`src/rtl/decode_execute_register.sv`:
```
// Decode-to-execute pipeline register with stall, flush-to-NOP, invalid-slot
// squashing and a saturating bubble counter.
module decode_execute_register #(
    parameter int unsigned N = 32,
    parameter int unsigned V = 128,
    parameter int unsigned R = 5
) (
    input  logic         clk,
    input  logic         rst_n,
    input  logic         StallE,
    input  logic         FlushE,
    input  logic         ValidD,
    input  logic         RegWriteD,
    input  logic         RegWriteVD,
    input  logic         MemtoRegD,
    input  logic         MemWriteD,
    input  logic         MemSrcD,
    input  logic         MemDataD,
    input  logic         MemDataVD,
    input  logic         VecDataD,
    input  logic         BranchD,
    input  logic         ALUSrcD,
    input  logic [1:0]   InstrSelD,
    input  logic [2:0]   ALUControlD,
    input  logic [N-1:0] RD1D,
    input  logic [N-1:0] RD2D,
    input  logic [V-1:0] RD1VD,
    input  logic [V-1:0] RD2VD,
    input  logic [N-1:0] ExtImmD,
    input  logic [R-1:0] Rs1D,
    input  logic [R-1:0] Rs2D,
    input  logic [R-1:0] RdD,
    output logic         ValidE,
    output logic         RegWriteE,
    output logic         RegWriteVE,
    output logic         MemtoRegE,
    output logic         MemWriteE,
    output logic         MemSrcE,
    output logic         MemDataE,
    output logic         MemDataVE,
    output logic         VecDataE,
    output logic         BranchE,
    output logic         ALUSrcE,
    output logic [1:0]   InstrSelE,
    output logic [2:0]   ALUControlE,
    output logic [N-1:0] RD1E,
    output logic [N-1:0] RD2E,
    output logic [V-1:0] RD1VE,
    output logic [V-1:0] RD2VE,
    output logic [N-1:0] ExtImmE,
    output logic [R-1:0] Rs1E,
    output logic [R-1:0] Rs2E,
    output logic [R-1:0] RdE,
    output logic [7:0]   BubbleCountE
);

    localparam int unsigned CW = 8;
    localparam logic [CW-1:0] CNT_MAX = '1;

    // A bubble enters execute on a flush, or on a normal load of an empty slot.
    logic bubble_c;
    assign bubble_c = FlushE | (~StallE & ~ValidD);

    always_ff @(posedge clk or negedge rst_n) begin
        if (!rst_n) begin
            ValidE      <= 1'b0;
            RegWriteE   <= 1'b0;
            RegWriteVE  <= 1'b0;
            MemtoRegE   <= 1'b0;
            MemWriteE   <= 1'b0;
            MemSrcE     <= 1'b0;
            MemDataE    <= 1'b0;
            MemDataVE   <= 1'b0;
            VecDataE    <= 1'b0;
            BranchE     <= 1'b0;
            ALUSrcE     <= 1'b0;
            InstrSelE   <= '0;
            ALUControlE <= '0;
            RD1E        <= '0;
            RD2E        <= '0;
            RD1VE       <= '0;
            RD2VE       <= '0;
            ExtImmE     <= '0;
            Rs1E        <= '0;
            Rs2E        <= '0;
            RdE         <= '0;
        end else if (FlushE) begin
            ValidE      <= 1'b0;
            RegWriteE   <= 1'b0;
            RegWriteVE  <= 1'b0;
            MemtoRegE   <= 1'b0;
            MemWriteE   <= 1'b0;
            MemSrcE     <= 1'b0;
            MemDataE    <= 1'b0;
            MemDataVE   <= 1'b0;
            VecDataE    <= 1'b0;
            BranchE     <= 1'b0;
            ALUSrcE     <= 1'b0;
            InstrSelE   <= '0;
            ALUControlE <= '0;
            RD1E        <= '0;
            RD2E        <= '0;
            RD1VE       <= '0;
            RD2VE       <= '0;
            ExtImmE     <= '0;
            Rs1E        <= '0;
            Rs2E        <= '0;
            RdE         <= '0;
        end else if (!StallE) begin
            // Empty slots keep their data but lose every architectural side effect.
            ValidE      <= ValidD;
            RegWriteE   <= RegWriteD & ValidD;
            RegWriteVE  <= RegWriteVD & ValidD;
            MemtoRegE   <= MemtoRegD;
            MemWriteE   <= MemWriteD & ValidD;
            MemSrcE     <= MemSrcD;
            MemDataE    <= MemDataD;
            MemDataVE   <= MemDataVD;
            VecDataE    <= VecDataD;
            BranchE     <= BranchD & ValidD;
            ALUSrcE     <= ALUSrcD;
            InstrSelE   <= InstrSelD;
            ALUControlE <= ALUControlD;
            RD1E        <= RD1D;
            RD2E        <= RD2D;
            RD1VE       <= RD1VD;
            RD2VE       <= RD2VD;
            ExtImmE     <= ExtImmD;
            Rs1E        <= Rs1D;
            Rs2E        <= Rs2D;
            RdE         <= RdD;
        end
    end

    always_ff @(posedge clk or negedge rst_n) begin
        if (!rst_n) begin
            BubbleCountE <= '0;
        end else if (bubble_c && (BubbleCountE != CNT_MAX)) begin
            BubbleCountE <= BubbleCountE + CW'(1);
        end
    end

endmodule

```
`config.mk`:
```
export PLATFORM = sky130hd
export DESIGN_NAME = decode_execute_register
export DESIGN_NICKNAME = d
export VERILOG_FILES = /design/src/rtl/decode_execute_register.sv
export SDC_FILE = /design/constraint.sdc
export NUM_CORES = 1
export LEC_CHECK = 0
export BUFFER_PORTS_ARGS = -buffer_cell sky130_fd_sc_hd__buf_2
export CAP_MARGIN = 10
export CORE_AREA = 2 2 303 305
export CTS_BUF_LIST = sky130_fd_sc_hd__clkbuf_8
export DETAILED_ROUTE_END_ITERATION = 8
export DIE_AREA = 0 0 305 307
export PLACE_DENSITY = 0.37
export SLEW_MARGIN = 20
export SYNTH_ARGS = -nofsm -noshare
export SYNTH_HDL_FRONTEND = slang
export SYNTH_SLANG_ARGS = --single-unit
```
`constraint.sdc`:
```
create_clock -name clk -period 1.8 [get_ports clk]
set_input_delay 0.36 -clock clk [delete_from_list [all_inputs] [get_ports clk]]
set_output_delay 0.36 -clock clk [all_outputs]
set_load 0.03 [all_outputs]
```
==> impl_metrics.py <==
metrics = {
    "status": {
        "status": "complete, no violations",
    },
    "setup_path": {
        "start_kind": "register",
        "path_buf_inv": 1,
        "path_cells": "buf_4",
        "critPathSlowestCell": "dfrtp_1",
        "cp.arrival_ns": 1.31,
        "max_stage_delay_ns": 0.43,
        "endpoint_kind": "primary output",
        "crit_family": "flip-flops",
        "path_class": "reg2out",
        "critPathMaxFanout": 6,
        "critPathRequiredTime_ns": 1.44,
    },
    "yosys": {
        "yosys-top-cells-area": "dfrtp_1 62%, mux2i_1 24%, nor2_1 9.2%",
        "yosysMostFrequentCell": "dfrtp_1",
        "synth_common_cells": "391 x dfrtp_1, 385 x nor2_1, 378 x mux2i_1",
        "syn_inst": 1275,
        "synth_top_area_share": 0.624,
        "syn_nets": 1663,
        "async_reset_ff_frac": 1.00,
        "yosys.area.top_type": "dfrtp_1",
        "synth_seq_cells": 391,
        "synth_edf_count": 0,
        "ys.warnings.count": 0,
        "synthFlopType": "dfrtp_1",
        "synth_cell_types": 24,
        "syn_area_per_cell_um2": 12.3,
        "synth_area_mm2": 0.0157,
        "synth_seq_area_share": 0.624,
    },
    "drt": {
        "wl_mm": 59.4,
        "wire_per_inst_um": 15.9,
        "drcViolationCount": 0,
        "ant_nets": 0,
        "drt_iter0_drc": 520,
        "vias_per_cell": 3.78,
        "firstDrtPassIters": 4,
        "dr_total_vias": 14076,
    },
    "grt": {
        "antenna_found_initial": 3,
        "globalRouteOverflowTotal": 0,
        "grt_pass1_wl_mm": 90.5,
        "grt_max_degree": 105,
        "grt_pass1_vias": 15384,
        "track_usage": 0.123,
    },
    "job": {
        "drv_cap": 0,
    },
    "min_path": {
        "hp-class": "in2reg",
    },
    "floorplan": {
        "die-area_mm2": 0.0936,
        "io_pins": 778,
        "start_util": 0.173,
        "chipHeight_um": 307,
        "rows": 111,
        "core_area_mm2": 0.0907,
        "die_w_um": 305,
    },
    "clock_tree": {
        "clk_pin_slew_ns": 0.06,
        "cts_buffer_depth": 3,
        "cts_made_buffers": 78,
        "root_buffer": "clkbuf_8",
        "cts.sinks": 391,
        "cts_tree": "yes",
        "post_cts.repair.setup_buffers": 0,
        "htree_levels": 3,
        "clk_latency_ns": 0.67,
    },
    "timing": {
        "min_period_ns": 1.67,
        "rsz0062_at_grt": "false",
        "worstMarginPinSlew_ns": 0.613,
        "timing.hold.ws_ns": 0.0487,
        "finalCritPeriodShare": 0.929,
        "setup_tns_ns": 0,
        "final_hold_viol_count": 0,
        "setup_viol": 0,
        "layout_setup_ws_ns": 0.127,
        "relSlewSlack": 0.592,
        "skew_ns": 0.0409,
        "slew_violations": 0,
        "max_freq_mhz": 598,
    },
    "placement": {
        "pre_cts_slack_ns": 0.194,
        "gp_congestion": 0.793,
        "port_buffers": 777,
        "place.detailed.hpwl_mm": 42.8,
    },
    "finish": {
        "fill_cells": 9521,
        "area_growth_pct": 70.4,
        "drive_above_1_share": 0.373,
        "nets": 2866,
    },
    "power": {
        "irDropWorstVdd_mv": 0.433,
        "total_power_mw": 23.6,
        "power_density_mw_per_mm2": 885,
        "p_leak_nw": 14.5,
    },
}
## cell usage in the layout, fill, tap and decap left out, types with 6 or more instances in the layout
cell and instances:
clkbuf_8 98, inv_1 25, nor2_1 385, mux2i_1 378, buf_4 36, buf_12 21
dlygate4sd3_1 382, dfrtp_1 388, buf_2 767, clkinv_2 8, a21oi_1 6
## worst paths after layout
path                                  from  depth (start not counted)  slack (ns)              end
max reg2reg                BubbleCountE[0]                          4        0.20  BubbleCountE[1]
max in group asynchronous            rst_n                          3        0.86      ExtImmE[14]
min                                RD1D[0]                          3        0.05          RD1E[0]
min in group asynchronous            rst_n                          2        0.18          RD1E[3]
max                        BubbleCountE[2]                          1        0.13  BubbleCountE[2]
min reg2reg                      RD2VE[15]                          2        0.51        RD2VE[15]
## where the power goes
group	switching (mW)	total (mW)	internal, mW
clock	4.21	9.14	4.93
combinational	2.77	4.76	1.98
sequential	0.376	9.74	9.36
total	7.36	23.6	16.3
## sequential cells by signal, indices dropped and copies added, names as in the netlist, 2 cells and up
register,flops
Rs2E,5
BubbleCountE,8
Rs1E,5
InstrSelE,2
RD2E,32
ExtImmE,32
RD1VE,128
RD2VE,128
ALUControlE,3
RD1E,32
RdE,5
## cell families (layout without fill, tap and decap cells)
kind of cell               Yosys count  after routing  synth area share
and+or+nand+nor                    400            400            0.0973
adders and majority gates            1              1          0.000798
buffers and inverters               87           1347            0.0271
AOI/OAI and AO/OA                   12             12           0.00535
xor gates and xnor gates             2              2           0.00112
other                                0              3                 0
muxes                              382            382             0.244
DFF                                391            391             0.624
## area by class of cell
type | instances | area [um^2] | area share
antenna | 3 | 7.51 | 0.000281
clock buffer | 98 | 1350 | 0.0505
clock inverter | 39 | 219 | 0.00820
inverter | 1 | 3.75 | 0.000140
multi-input combinational | 797 | 5470 | 0.205
sequential | 391 | 9790 | 0.366
tap | 1186 | 1480 | 0.0555
timing repair buffer | 1209 | 8400 | 0.314
## stage by stage
step                 util  area [um^2]  cells
floorplan               -        15700   1275
global placement    0.235        21300   3202
detailed placement  0.235        21300   3202
CTS                 0.294        26700   3721
global route        0.295        26700   3723
finish              0.295        26700   3724
## per-layer routing
| layer | wire length [um] | global-route usage | vias to the layer above |
|---|---|---|---|
| met1 | 22900 | 0.136 | 6791 |
| li1 | - | - | 6657 |
| met5 | 0 | 0 | - |
| met4 | 1680 | 0.0455 | 0 |
| met3 | 4380 | 0.0400 | 111 |
| met2 | 30400 | 0.220 | 517 |
## repair_timing
item                                    4_1_cts  5_1_grt
resized for setup                             9        1
hold buffers                                382        0
hold endpoints to repair                    687        0
endpoints found under the setup margin        7        1
Power figures use the tool's default switching activity.
